`config.mk`:
```
export PLATFORM = sky130hd
export DESIGN_NAME = ps2_key_queue
export DESIGN_NICKNAME = d
export VERILOG_FILES = /design/src/rtl/mtx_kbd_pkg.sv /design/src/rtl/sync_fifo.sv /design/src/rtl/ps2_key_queue.sv
export SDC_FILE = /design/constraint.sdc
export NUM_CORES = 1
export LEC_CHECK = 0
export BUFFER_PORTS_ARGS = -buffer_cell sky130_fd_sc_hd__buf_4
export CAP_MARGIN = 20
export CORE_MARGIN = 10
export CORE_UTILIZATION = 65
export DETAILED_ROUTE_END_ITERATION = 16
export PLACE_DENSITY_LB_ADDON = 0.15
export SLEW_MARGIN = 20
export SYNTH_ARGS = -nofsm -noshare
export SYNTH_HDL_FRONTEND = slang
export SYNTH_SLANG_ARGS = --single-unit
```
`constraint.sdc`:
```
create_clock -name clk_sys -period 7.2 [get_ports clk_sys]
set_input_delay 0.36 -clock clk_sys [delete_from_list [all_inputs] [get_ports clk_sys]]
set_output_delay 0.36 -clock clk_sys [all_outputs]
set_load 0.02 [all_outputs]
```
`src/rtl/mtx_kbd_pkg.sv`:
```
// Shared keyboard-path types and ps2_key bit positions for the rememotech key path.
package mtx_kbd_pkg;

    localparam int KEY_TGL_BIT   = 10;
    localparam int KEY_PRESS_BIT = 9;
    localparam int KEY_EXT_BIT   = 8;

    typedef struct packed {
        logic       pressed;
        logic       ext;
        logic [7:0] code;
    } key_evt_t;

    typedef enum logic [1:0] {
        ST_IDLE,
        ST_EMIT,
        ST_GAP
    } kq_state_t;

    // Takes the low ten bits of the mist_io word; the toggle bit is handled separately.
    function automatic key_evt_t key_evt_from_ps2(input logic [9:0] key);
        key_evt_t evt;
        evt.pressed = key[KEY_PRESS_BIT];
        evt.ext     = key[KEY_EXT_BIT];
        evt.code    = key[7:0];
        return evt;
    endfunction

endpackage

```
`src/rtl/sync_fifo.sv`:
```
// Synchronous FIFO; pointers carry an extra MSB so full and empty are distinguishable.
// A push into a full FIFO is accepted only when a pop frees a slot in the same cycle.
module sync_fifo #(
    parameter int DEPTH = 8,
    parameter int WIDTH = 10
) (
    input  logic                   clk_sys,
    input  logic                   reset,
    input  logic                   push,
    input  logic [WIDTH-1:0]       wr_data,
    input  logic                   pop,
    output logic [WIDTH-1:0]       rd_data,
    output logic                   full,
    output logic                   empty,
    output logic [$clog2(DEPTH):0] level
);

    localparam int AW = $clog2(DEPTH);
    localparam int PW = AW + 1;
    localparam logic [PW-1:0] PTR_ONE = PW'(1);

    logic [PW-1:0]    wr_ptr_q, wr_ptr_d;
    logic [PW-1:0]    rd_ptr_q, rd_ptr_d;
    logic [WIDTH-1:0] mem_q [DEPTH];
    logic             wr_en;
    logic             rd_en;

    assign empty   = (wr_ptr_q == rd_ptr_q);
    assign full    = (wr_ptr_q[AW] != rd_ptr_q[AW]) && (wr_ptr_q[AW-1:0] == rd_ptr_q[AW-1:0]);
    assign level   = wr_ptr_q - rd_ptr_q;
    assign rd_data = mem_q[rd_ptr_q[AW-1:0]];
    assign rd_en   = pop && !empty;
    assign wr_en   = push && (!full || rd_en);

    // NOTE: every _d gets its default first, so no path through this block can infer a latch.
    always_comb begin
        wr_ptr_d = wr_ptr_q;
        rd_ptr_d = rd_ptr_q;
        if (wr_en) wr_ptr_d = wr_ptr_q + PTR_ONE;
        if (rd_en) rd_ptr_d = rd_ptr_q + PTR_ONE;
    end

    // NOTE: state updates are non-blocking so every flop samples pre-edge values.
    always_ff @(posedge clk_sys) begin
        if (reset) begin
            wr_ptr_q <= '0;
            rd_ptr_q <= '0;
        end else begin
            wr_ptr_q <= wr_ptr_d;
            rd_ptr_q <= rd_ptr_d;
        end
    end

    // NOTE: storage is not reset; the pointers alone decide which entries are valid.
    always_ff @(posedge clk_sys) begin
        if (wr_en) mem_q[wr_ptr_q[AW-1:0]] <= wr_data;
    end

endmodule

```
`src/rtl/ps2_key_queue.sv`:
```
// Queues ps2_key toggle events and replays them to the core one strobe at a time,
// holding the line idle for GAP_CYCLES after each strobe so the matrix scanner keeps up.
module ps2_key_queue
    import mtx_kbd_pkg::*;
#(
    parameter int DEPTH      = 8,
    parameter int GAP_CYCLES = 65536
) (
    input  logic                   clk_sys,
    input  logic                   reset,
    input  logic [10:0]            ps2_key,
    output logic                   key_ready,
    output logic                   key_stroke,
    output logic [9:0]             key_code,
    output logic                   overflow,
    output logic [$clog2(DEPTH):0] level
);

    localparam int CNT_W = (GAP_CYCLES > 1) ? $clog2(GAP_CYCLES) : 1;
    localparam logic [CNT_W-1:0] GAP_LOAD = CNT_W'(GAP_CYCLES - 1);
    localparam logic [CNT_W-1:0] CNT_ONE  = CNT_W'(1);

    kq_state_t        state_q, state_d;
    logic [CNT_W-1:0] gap_cnt_q, gap_cnt_d;
    logic             old_tgl_q, old_tgl_d;
    logic             overflow_q, overflow_d;
    logic             key_ready_q, key_ready_d;
    logic             key_stroke_q, key_stroke_d;
    logic [9:0]       key_code_q, key_code_d;

    logic             evt;
    logic             fifo_pop;
    logic             fifo_full;
    logic             fifo_empty;
    key_evt_t         wr_evt;
    key_evt_t         rd_evt;

    assign evt       = ps2_key[KEY_TGL_BIT] ^ old_tgl_q;
    assign wr_evt    = key_evt_from_ps2(ps2_key[9:0]);
    assign fifo_pop  = (state_q == ST_IDLE) && !fifo_empty;
    assign old_tgl_d = ps2_key[KEY_TGL_BIT];

    sync_fifo #(
        .DEPTH (DEPTH),
        .WIDTH ($bits(key_evt_t))
    ) u_fifo (
        .clk_sys (clk_sys),
        .reset   (reset),
        .push    (evt),
        .wr_data (wr_evt),
        .pop     (fifo_pop),
        .rd_data (rd_evt),
        .full    (fifo_full),
        .empty   (fifo_empty),
        .level   (level)
    );

    always_comb begin
        state_d      = state_q;
        gap_cnt_d    = gap_cnt_q;
        key_ready_d  = 1'b0;
        key_stroke_d = key_stroke_q;
        key_code_d   = key_code_q;
        // A full FIFO still takes the new event when the FSM pops in the same cycle.
        overflow_d   = overflow_q | (evt & fifo_full & ~fifo_pop);

        case (state_q)
            ST_IDLE: begin
                if (fifo_pop) begin
                    key_stroke_d = rd_evt.pressed;
                    key_code_d   = {1'b0, rd_evt.ext, rd_evt.code};
                    state_d      = ST_EMIT;
                end
            end
            ST_EMIT: begin
                key_ready_d = 1'b1;
                gap_cnt_d   = GAP_LOAD;
                state_d     = ST_GAP;
            end
            ST_GAP: begin
                if (gap_cnt_q == '0) state_d = ST_IDLE;
                else                 gap_cnt_d = gap_cnt_q - CNT_ONE;
            end
            default: state_d = ST_IDLE;
        endcase
    end

    // old_tgl follows the toggle bit even in reset, so releasing reset never fakes an event.
    always_ff @(posedge clk_sys) begin
        old_tgl_q <= old_tgl_d;
        if (reset) begin
            state_q      <= ST_IDLE;
            gap_cnt_q    <= '0;
            overflow_q   <= 1'b0;
            key_ready_q  <= 1'b0;
            key_stroke_q <= 1'b0;
            key_code_q   <= '0;
        end else begin
            state_q      <= state_d;
            gap_cnt_q    <= gap_cnt_d;
            overflow_q   <= overflow_d;
            key_ready_q  <= key_ready_d;
            key_stroke_q <= key_stroke_d;
            key_code_q   <= key_code_d;
        end
    end

    assign key_ready  = key_ready_q;
    assign key_stroke = key_stroke_q;
    assign key_code   = key_code_q;
    assign overflow   = overflow_q;

endmodule
```
## After elaboration in Yosys (flattened, before gate mapping)

Memories as Yosys holds them, arrays and structs flattened. A register that Yosys moved wholly into a read port is not among the register bits.
Cells that the tools add are included.

- Bits in registers: 29
- RAM bits: 80
- Input port bits: 13
- Output and inout bits: 17
- Logic and storage cells: 46
- Memories: 1

Memories:

| name | words | bits a word | read ports | clocked after Yosys merged registers in | write ports | line | RTL |
|---|---|---|---|---|---|---|---|
| u_fifo.mem_q | 8 | 10 | 1 | 1 | 1 | sync_fifo.sv:24 | `logic [WIDTH-1:0] mem_q [DEPTH];` |

- Add/subtract/negate cells: 4
- Equal/unequal tests: 8
- Mux-type cells: 8
- Bitwise logic cells: 5
- Reduce and logical (&&, ||, !) cells: 13

Operator list:

| operator | number |
|---|---|
| one-hot mux 16 bit (2 select lines) | 1 |
| logical NOT 16 bit | 1 |
| two-way mux 16 bit | 1 |
| subtractor 16 x 1 -> 16 bit (second input constant) | 1 |
| adder 4 x 1 -> 4 bit (second input constant) | 2 |
| inequality test 2 bit (second input constant) | 3 |
| one-hot mux 2 bit (3 select lines) | 1 |
| AND reduction 2 bit | 3 |
| equality test 4 bit | 1 |
| logical AND 1 bit | 4 |
| two-way mux 2 bit | 2 |
| subtractor 4 bit | 1 |
| equality test 3 bit | 1 |
| two-way mux 1 bit | 3 |
| bitwise AND 1 bit | 2 |
| equality test 2 x 1 -> 1 bit (second input constant) | 1 |
| equality test 2 bit (second input constant) | 1 |
| logical NOT 1 bit | 2 |
| logical NOT 2 bit | 1 |
| nonzero test 2 bit | 1 |
| logical OR 1 bit | 1 |
| inequality test 1 bit | 1 |
| NOT 1 bit | 1 |
| bitwise OR 1 bit | 1 |
| bitwise XOR 1 bit | 1 |

## Depth between registers and ports, before layout

Gate-level depths: netlist of run 1.

- Word-level depth: 8
- Depth in mapped cells: 8
- Depth with buffers taken out: 6

## Hierarchy

From an unflattened synthesis of run 1, not the netlist that was laid out.

- Cells, all modules: 351
- Area total of the unflattened synthesis: 5009.8 um^2

Modules (own cells, without submodules):

| module | instances | cells each | area each (um^2) |
|---|---|---|---|
| sync_fifo | 1 | 188 | 3612.2 |
| ps2_key_queue | 1 | 163 | 1397.6 |

## Worst setup path before layout of run 1

OpenSTA, ideal clock, no wires.

- Kind: reg-to-reg
- Start point: reg u_fifo.rd_ptr_q[1]
- End point: mem u_fifo.mem_q[4][0] (enable)
- Library setup time: 0.390 ns
- Arrival: 2.582 ns
- Data required time: 6.810 ns
- Setup slack: 4.228 ns
- Stages on the path, launching flop included: 8
- Path buffers: 1
- Period minus slack after synthesis: 2.972 ns
- Cells stage by stage: dfxtp_1 clkbuf_1 inv_1 ha_1 o2111ai_1 o21ai_1 or2_2 nor3_1

- Cells in the longest elaborated chain, start to end: 8
- Elaborated cells between the ends (all ways): 11
- Those cells by class: eq/ne: 2; mux: 2; reduce/logical: 7

Ends and longest elaborated chain:

| item | line | RTL |
|---|---|---|
| start, declared | sync_fifo.sv:23 | `logic [PW-1:0] rd_ptr_q, rd_ptr_d;` |
| start signal, assigned | sync_fifo.sv:50 | `rd_ptr_q <= rd_ptr_d;` |
| equality test 4 bit | sync_fifo.sv:28 | `assign empty = (wr_ptr_q == rd_ptr_q);` |
| logical NOT 1 bit | sync_fifo.sv:32, ps2_key_queue.sv:40 |  |
| logical AND 1 bit | ps2_key_queue.sv:40 | `assign fifo_pop = (state_q == ST_IDLE) && !fifo_empty;` |
| logical AND 1 bit | sync_fifo.sv:32 | `assign rd_en = pop && !empty;` |
| logical OR 1 bit * | sync_fifo.sv:33 | `assign wr_en = push && (!full \|\| rd_en);` |
| logical AND 1 bit * | sync_fifo.sv:33 |  |
| two-way mux 1 bit * | sync_fifo.sv:56 | `if (wr_en) mem_q[wr_ptr_q[AW-1:0]] <= wr_data;` |
| two-way mux 1 bit (not written as such) * | sync_fifo.sv:56 |  |
| end, declared | sync_fifo.sv:24 |  |

Mark *: on every way between the ends. The rest lies on a longest branch, timed or not.

## Final worst setup path of run 1

- Start point: reg u_fifo.rd_ptr_q[2]
- End point: mem u_fifo.mem_q[6][0] (enable)

The elaborated chain is that of the path after synthesis.

==> out/metrics.yaml, run 1 <==
run_status:
  status: "finished, final reports clean"
setup_path:
  slowest_delay_ns: 0.79
  rr_startpoint: "u_fifo.rd_ptr_q[2]"
  critical_path_buf_inv_count: 2
  cp.depth: 7
  crit_chain: "inv_1 -> ha_1 -> o2111ai_1 -> o21ai_1 -> or2_2 -> nor3_1 -> buf_4"
  end_kind: "register"
  critical_path_required_ns: 7.47
  reg2reg_depth: 7
  start_kind: "register"
  critPathKind: "reg2reg"
  arrival_ns: 3.51
  crit_family: "compound AO/OA/AOI/OAI gates"
  r2r_end: "u_fifo.mem_q[6][0]"
  crit_path_end: "u_fifo.mem_q[6][0]"
  path_max_fanout: 13
  rrSetupSlack_ns: 3.97
  crit_path_top_delay_cell: "o21ai_1"
  startpoint: "u_fifo.rd_ptr_q[2]"
die:
  pin_count: 30
  die_y_um: 107
  start_util_pct: 67.7
  die_area_um2: 11500
  die_width_um: 107
  core_area_um2: 7330
  rows: 31
global_routing:
  grt_pass1_wl_um: 17400
  gr-usage-all-layers_pct: 19.9
  grt_max_degree: 40
  grt_antenna_before_repair: 0
  first_global_vias: 3196
  grt-ovfl-total: 0
layout:
  fin_util_pct: 80.2
  antenna_cells: 0
  final_common_cell: "edfxtp_1"
  area_growth_pct: 18.3
  fin_nets: 416
  drive_gt1_share_pct: 23.2
  final_cell_mix: "edfxtp_1 (80), dfxtp_1 (39), buf_4 (34)"
  fin_area_um2: 5880
logic_synthesis:
  synth_simple_gate_area_share_pct: 11.2
  synth-adder-area-share_pct: 1.92
  synthCells: 364
  synth_top_cell_by_area: "edfxtp_1"
  yosys-top-cells-area: "edfxtp_1 (48%), dfxtp_1 (16%), mux4_2 (9.1%)"
  synth-xor-area-share_pct: 1.76
  synth_top_flop_cell: "edfxtp_1"
  synth_seq_cells: 119
  syn_area_um2: 4960
  synth_edf_count: 80
  ys_async_sr_fraction_pct: 0
  synth_compound_area_share_pct: 8.74
  syn_avg_cell_area_um2: 13.6
  synthDominantCellAreaShare_pct: 48.4
  synth_top_family_by_area: "simple AND/OR/NAND/NOR gates"
  syn_nets: 384
  synthMuxAreaShare_pct: 9.48
  ys_warn_count: 0
  ys_types: 51
  seq_area_frac_synth_pct: 64.1
routing:
  drtIter0Drc: 259
  wirelength_um: 11000
  drc: 0
  routedWlPerCell_um: 21.7
  vias_per_cell: 6.35
  via_count: 3226
  ant_nets: 0
  drtPass1Iterations: 4
placed_design:
  dpl.hpwl_um: 6570
  io_buffer_count: 28
  place.gp.congestion: 0.838
  placed_area_um2: 5270
clocking:
  ctsResizeCount: 0
  clk_path_buf_depth: 2
  cts_tree: "built"
  clk_pin_slew_worst_paths_ns: 0.06
  cts_made_buffers: 17
  cts-root-buf: "clkbuf_8"
  htree_levels: 4
  clock_latency_ns: 0.53
  clock-sinks: 119
power_and_ir_drop:
  ir_drop_v: 0.000337
  intPower_mw: 1.62
  combinationalPowerShare_pct: 30.7
  power_density_nw_per_um2: 430
  p_clk_share_pct: 31.9
  power_frac_seq_pct: 37.4
  switching_power_mw: 0.903
  switching_share_pct: 35.8
  leakagePower_nw: 2.05
timing:
  finalMaxSlewViolations: 0
  tightest_slew_ns: 0.989
  final-hold-violation-count: 0
  max_clock_freq_ghz: 0.309
  slew_headroom_pct: 33.5
  rsz0062_at_grt: "false"
  fin_crit_sh_pct: 44.9
  tns_ns: 0
  skew_ns: 0.00813
  period_needed_ns: 3.23
  finalSetupViolCount: 0
run:
  cap_violations: 0
hold_path:
  hold_class: "in2reg"
==> cell type report <==
class	count	area, um2
Timing Repair Buffer	35	265
Clock buffer	17	414
Fill cell	379	1460
Inverter	12	45.0
Sequential cell	119	3180
Tap cell	99	124
Clock inverter	15	153
Multi-Input combinational cell	211	1690
==> per-stage QoR <==
stage | hold WS [ns] | std cells | total power [mW] | setup slack, ns
6_report | 0.0687 | 508 | 2.52 | 3.97
5_1_grt | 0.0688 | 508 | 2.65 | 3.75
4_1_cts | 0.0599 | 508 | 2.52 | 3.87
3_5_place_dp | 0.478 | 475 | 1.70 | 3.94
3_3_place_gp | 0.457 | 475 | 1.67 | 4.18
2_1_floorplan | 0.388 | 364 | 1.49 | 4.23
==> synth_stat cells, types with 2 or more instances <==
library cell / count
xor2_1: 4
nor2_1: 29
ha_1: 6
edfxtp_1: 80
or4_1: 8
nor3_1: 10
buf_2: 3
dfxtp_1: 39
and3_1: 2
a21oi_1: 10
nor2b_1: 3
a211oi_1: 3
nor4_1: 6
o21ai_0: 7
a211o_1: 4
buf_1: 2
o211ai_1: 3
o41ai_1: 3
clkbuf_1: 16
xnor2_1: 6
a21o_1: 2
a31oi_1: 10
or3_1: 3
o31ai_1: 3
o2111ai_1: 2
or2_2: 2
mux2i_1: 2
nand3_1: 7
a311oi_1: 10
inv_1: 12
nand2_1: 26
nand2b_1: 3
mux4_2: 20
==> power groups by stage <==
| stage | clock [mW] | sequential, mW | combinational [mW] |
|---|---|---|---|
| 6_report | 0.805 | 0.943 | 0.775 |
| 5_1_grt | 0.846 | 0.956 | 0.851 |
| 2_1_floorplan | 0 | 0.923 | 0.563 |
| 3_3_place_gp | 0 | 0.936 | 0.730 |
| 3_5_place_dp | 0 | 0.943 | 0.752 |
| 4_1_cts | 0.814 | 0.936 | 0.769 |
==> state kept, by name (all words and copies together) (netlist names) <==
name	count
state_q	2
key_stroke	1
old_tgl_q	1
u_fifo.rd_ptr_q	4
key_ready	1
u_fifo.wr_ptr_q	4
overflow	1
u_fifo.mem_q	80
gap_cnt_q	16
key_code	9
==> metal layers <==
| layer | up-vias | wire length [um] | GRT usage (%) |
|---|---|---|---|
| li1 | 1480 | - | - |
| met1 | 1582 | 4570 | 25.7 |
| met2 | 145 | 5480 | 30.4 |
| met3 | 19 | 765 | 4.97 |
| met4 | 0 | 210 | 10.1 |
| met5 | - | 0 | 0 |
==> worst min path at each step <==
stage,from,depth (start not counted),slack (ns),end
after floorplan,ps2_key[10],0,0.39,old_tgl_q
after global placement,overflow,2,0.46,overflow
after detailed placement,overflow,2,0.48,overflow
after CTS,ps2_key[4],1,0.06,u_fifo.mem_q[2][4]
after global routing,ps2_key[6],1,0.07,u_fifo.mem_q[7][6]
final,ps2_key[6],1,0.07,u_fifo.mem_q[1][6]
==> kinds of logic (layout without fill, tap and decap cells) <==
kind of cell / Yosys count / count (layout)
flops: 119 / 119
simple gates: 109 / 109
compound gates: 62 / 62
buf+inv: 34 / 79
mux: 22 / 22
xor+xnor: 10 / 10
fa+ha+maj: 7 / 7
other cells: 1 / 1
==> repair_timing <==
item,in CTS,in global routing
setup buffers,0,0
hold endpoints to repair,1,0
hold buffers,1,0
Power figures use the tool's default switching activity.
==> run 2: changes to the inputs <==
--- a/config.mk
+++ b/config.mk
@@ -8,7 +8,7 @@
 export BUFFER_PORTS_ARGS = -buffer_cell sky130_fd_sc_hd__buf_4
 export CAP_MARGIN = 20
 export CORE_MARGIN = 10
-export CORE_UTILIZATION = 65
+export CORE_UTILIZATION = 54
 export DETAILED_ROUTE_END_ITERATION = 16
 export PLACE_DENSITY_LB_ADDON = 0.15
 export SLEW_MARGIN = 20
==> constraint.sdc (replaced) <==
create_clock -name clk_sys -period 2.95 [get_ports clk_sys]
set_input_delay 0.1475 -clock clk_sys [delete_from_list [all_inputs] [get_ports clk_sys]]
set_output_delay 0.1475 -clock clk_sys [all_outputs]
set_load 0.02 [all_outputs]
==> run 2 against run 1 <==
Clock skew is 0.00093 ns higher. Critical path depth is 1 higher. Sequential power is 140% higher. Sequential share of layout area is 1.9 points lower. Clock power grew to 2.6 times the previous value. Wire length is 3.0% lower. Highest routed layer unchanged. Critical path type unchanged. Power grew to 2.5 times the previous value. Critical endpoint is now u_fifo.mem_q[4][7]. Largest cell class unchanged.
==> out/metrics.yaml, run 2 (synthesized netlist as in run 1, its figures left out) <==
clocking:
  postCtsSetupRepairBufs: 0
  clock_latency_ns: 0.51
  clock-sinks: 119
  cts-root-buf: "clkbuf_8"
  htree_levels: 4
  cts_made_buffers: 17
  cts_tree: "built"
  clk_pin_slew_worst_paths_ns: 0.06
  clk_path_buf_depth: 2
setup_path:
  crit_path_top_delay_cell: "dfxtp_1"
  slowest_delay_ns: 0.48
  path_max_fanout: 10
  rr_startpoint: "u_fifo.wr_ptr_q[0]"
  arrival_ns: 2.75
  critPathKind: "reg2reg"
  rrSetupSlack_ns: 0.41
  critical_path_buf_inv_count: 3
  crit_family: "buffers and inverters"
  crit_path_frequent_cell: "buf_4"
  reg2reg_depth: 8
  critical_path_required_ns: 3.16
  r2r_end: "u_fifo.mem_q[4][7]"
  end_kind: "register"
  start_kind: "register"
  crit_chain: "inv_1 -> ha_1 -> o2111ai_1 -> o21ai_1 -> buf_4 -> or2_2 -> nor3_1 -> buf_4"
placed_design:
  dpl.hpwl_um: 6700
  placed_area_um2: 5360
  place.gp.congestion: 0.842
  io_buffer_count: 28
  preCtsSetupSlack_ns: 0.465
layout:
  fin_area_um2: 6090
  final_cell_mix: "edfxtp_1 (80), buf_4 (44), dfxtp_1 (39)"
  largest_register_ff_count: 80
  final_common_cell: "edfxtp_1"
  fin_util_pct: 68.8
  drive_gt1_share_pct: 24.0
  antenna_cells: 0
  area_growth_pct: 22.7
  fin_nets: 436
run_status:
  status: "finished, final reports clean"
global_routing:
  grt_antenna_before_repair: 0
  grt_util_met3_pct: 4.91
  grt_max_degree: 40
  grt_pass1_wl_um: 17300
  busiest_layer: "met2"
  grt_use_met2_pct: 27.9
  first_global_vias: 3304
  grt-ovfl-total: 0
  gr-usage-all-layers_pct: 17.0
  use_met1_pct: 21.0
routing:
  ant_nets: 0
  drtIter0Drc: 189
  routedWlPerCell_um: 19.9
  via_count: 3191
  wirelength_um: 10700
  vias_per_cell: 5.94
  drc: 0
  drtPass1Iterations: 4
hold_path:
  hold_class: "in2reg"
  min_from: "reset"
  whs_path_depth: 2
  hold_path_end: "u_fifo.wr_ptr_q[2]"
power_and_ir_drop:
  leakagePower_nw: 2.16
  ir_drop_v: 0.000697
  power_density_nw_per_um2: 1040
die:
  rows: 34
  core_area_um2: 8850
  die_y_um: 116
  die_width_um: 116
  start_util_pct: 56.1
  die_area_um2: 13400
  pin_count: 30
timing:
  tightest_slew_ns: 0.678
  finalSetupViolCount: 0
  fin_crit_sh_pct: 86.1
  period_needed_ns: 2.54
  finalMaxSlewViolations: 0
  rsz0062_at_grt: "false"
  max_clock_freq_ghz: 0.394
  skew_ns: 0.00906
  slew_headroom_pct: 54.4
  fin_ws_ns: 0.411
  final-hold-violation-count: 0
run:
  cap_violations: 0
## run 2: cell types whose count changed in the layout (fill, tap and decap cells not counted), sizes merged
cell         before  now
buf              34   44
bufinv            1    4
clkbuf           17   21
clkinv            2    3
clkinvlp          1    2
dlygate4sd3       1   11
inv              23   14
## run 2: per-stage QoR
stage                     TNS, ns  total power [mW]  hold slack [ns]  instances
final                           0              6.35           0.0645        537
after global routing            0              6.73           0.0674        537
after CTS                       0              6.38           0.0613        537
after detailed placement        0              4.23            0.269        494
after global placement          0              4.17            0.267        494
after floorplan             -1.04              3.63            0.175        364
## run 2: area by class of cell
cell class / instances / area (um2)
Fill cell: 632 / 2760
Multi-Input combinational cell: 211 / 1670
Timing Repair Buffer: 55 / 440
Clock inverter: 11 / 171
Inverter: 12 / 45.0
Clock buffer: 21 / 449
Sequential cell: 119 / 3180
Tap cell: 108 / 135
## run 2: what timing repair did
item | in CTS | in global routing
gates resized for setup | 0 | 0
hold buffers | 11 | 0
hold endpoints to repair | 81 | 0
## run 2: worst max-delay path by stage
stage                                  start                  to  cells past startpoint
final                     u_fifo.wr_ptr_q[0]  u_fifo.mem_q[4][7]                      8
after global routing      u_fifo.wr_ptr_q[0]  u_fifo.mem_q[4][7]                      8
after CTS                 u_fifo.wr_ptr_q[0]  u_fifo.mem_q[4][3]                      8
after detailed placement  u_fifo.wr_ptr_q[0]  u_fifo.mem_q[4][8]                      8
after global placement    u_fifo.wr_ptr_q[0]  u_fifo.mem_q[4][6]                      8
after floorplan           u_fifo.rd_ptr_q[1]  u_fifo.mem_q[4][0]                      7
## run 2: report_power, final
| group | switching [mW] | internal (mW) |
|---|---|---|
| registers | 0.239 | 2.02 |
| clock network | 0.715 | 1.42 |
| logic | 1.12 | 0.836 |
| total | 2.08 | 4.27 |
## run 2: layer usage
metal / share of wire (%) / vias up / wire (um)
li1: - / 1509 / -
met1: 44 / 1587 / 4720
met2: 50 / 76 / 5310
met3: 4.7 / 19 / 501
met4: 1.5 / 0 / 157
met5: 0 / - / 0
==> run 3: changes to the inputs <==
--- a/config.mk
+++ b/config.mk
@@ -8,10 +8,11 @@
 export BUFFER_PORTS_ARGS = -buffer_cell sky130_fd_sc_hd__buf_4
 export CAP_MARGIN = 20
 export CORE_MARGIN = 10
-export CORE_UTILIZATION = 54
+export CORE_UTILIZATION = 65
 export DETAILED_ROUTE_END_ITERATION = 16
 export PLACE_DENSITY_LB_ADDON = 0.15
 export SLEW_MARGIN = 20
 export SYNTH_ARGS = -nofsm -noshare
 export SYNTH_HDL_FRONTEND = slang
 export SYNTH_SLANG_ARGS = --single-unit
+export TNS_END_PERCENT = 30
==> constraint.sdc (replaced) <==
create_clock -name clk_sys -period 3.2 [get_ports clk_sys]
set_input_delay 0.16 -clock clk_sys [delete_from_list [all_inputs] [get_ports clk_sys]]
set_output_delay 0.16 -clock clk_sys [all_outputs]
set_load 0.02 [all_outputs]
==> run 3 against run 2 <==
Clock power down 13%. Utilization up 13 points. Die area down 14%.
==> out/metrics.yaml, run 3 (synthesized netlist as in run 1, its figures left out) <==
clocking:
  clock_latency_ns: 0.52
  clock-sinks: 119
  ctsResizeCount: 0
  htree_levels: 4
  cts-root-buf: "clkbuf_8"
  postCtsHoldBufs: 11
  cts_tree: "built"
  cts_made_buffers: 17
  clk_path_buf_depth: 2
  clk_pin_slew_worst_paths_ns: 0.06
  postCtsSetupRepairBufs: 0
timing:
  period_needed_ns: 2.57
  fin_crit_sh_pct: 80.4
  rsz0062_at_grt: "false"
  skew_ns: 0.00998
  finalSetupViolCount: 0
  tns_ns: 0
  finalMaxSlewViolations: 0
  max_clock_freq_ghz: 0.389
  final-hold-violation-count: 0
  slew_headroom_pct: 38.4
  tightest_slew_ns: 0.916
layout:
  area_growth_pct: 21.3
  final_cell_mix: "edfxtp_1 (80), buf_4 (41), dfxtp_1 (39)"
  nFillCells: 390
  regArea_um2: 3180
  final_common_cell: "edfxtp_1"
  fin_nets: 433
  drive_gt1_share_pct: 23.9
  largest_register_ff_count: 80
  multi_input_area_um2: 1670
  antenna_cells: 0
routing:
  drtIter0Drc: 250
  via_count: 3313
  routedWlPerCell_um: 21.2
  drc: 0
  vias_per_cell: 6.31
  drtPass1Iterations: 5
  ant_nets: 0
  wirelength_um: 11100
setup_path:
  crit_family: "buffers and inverters"
  slowest_delay_ns: 0.52
  path_max_fanout: 10
  critical_path_buf_inv_count: 3
  critPathKind: "reg2reg"
  crit_chain: "inv_1 -> ha_1 -> o2111ai_1 -> o21ai_1 -> buf_4 -> or2_2 -> nor3_1 -> buf_4"
  crit_path_frequent_cell: "buf_4"
  crit_path_top_delay_cell: "dfxtp_1"
  end_kind: "register"
  start_kind: "register"
  arrival_ns: 2.79
  critical_path_required_ns: 3.42
placed_design:
  dpl.hpwl_um: 6260
  io_buffer_count: 28
  place.gp.congestion: 0.868
run_status:
  status: "finished, final reports clean"
die:
  die_y_um: 107
  start_util_pct: 67.7
  die_area_um2: 11500
  pin_count: 30
  core_area_um2: 7330
  rows: 31
  die_width_um: 107
power_and_ir_drop:
  leakagePower_nw: 2.13
  power_mw: 5.74
  power_density_nw_per_um2: 953
  ir_drop_v: 0.000578
global_routing:
  gr-usage-all-layers_pct: 20.2
  grt_pass1_wl_um: 17600
  grt_antenna_before_repair: 0
  grt-ovfl-total: 0
  first_global_vias: 3292
  grt_max_degree: 40
hold_path:
  hold_class: "in2reg"
run:
  cap_violations: 0
[run 3: layer usage]
| metal | vias up | routed length, um | GRT usage [%] | share of wire, % |
|---|---|---|---|---|
| met2 | 151 | 5660 | 33.1 | 51 |
| met5 | - | 0 | 0 | 0 |
| li1 | 1510 | - | - | - |
| met3 | 17 | 854 | 5.93 | 7.7 |
| met1 | 1635 | 4410 | 24.0 | 40 |
| met4 | 0 | 210 | 9.73 | 1.9 |
[run 3: report_power, final]
part	internal [mW]	switching, mW
clock	1.13	0.734
combinational	0.749	1.03
sequential	1.86	0.242
[run 3: stage by stage]
step	cells	util [%]	area [um2]	setup WS (ns)	hold slack (ns)
5_1_grt	525	82.1	6020	0.489	0.0632
6_report	525	82.1	6020	0.628	0.0618
3_5_place_dp	482	72.6	5330	0.755	0.282
2_1_floorplan	364	-	4960	0.228	0.188
4_1_cts	525	82.1	6020	0.635	0.0504
3_3_place_gp	482	72.6	5330	0.861	0.280
[run 3: path summary, 6_finish.rpt]
path	from	endpoint	slack (ns)	cells past startpoint
hold reg to reg	overflow	overflow	0.49	2
hold / removal	reset	u_fifo.wr_ptr_q[3]	0.06	2
setup / recovery	u_fifo.wr_ptr_q[0]	u_fifo.mem_q[5][9]	0.63	8
setup reg to reg	u_fifo.wr_ptr_q[0]	u_fifo.mem_q[5][9]	0.63	8
[run 3: layout make-up]
cell class,count,area share [%]
sequential,119,52.9
multi-input combinational,211,27.7
timing repair buffer,52,6.94
clock buffer,17,6.88
clock inverter,15,2.85
tap,99,2.06
inverter,12,0.748
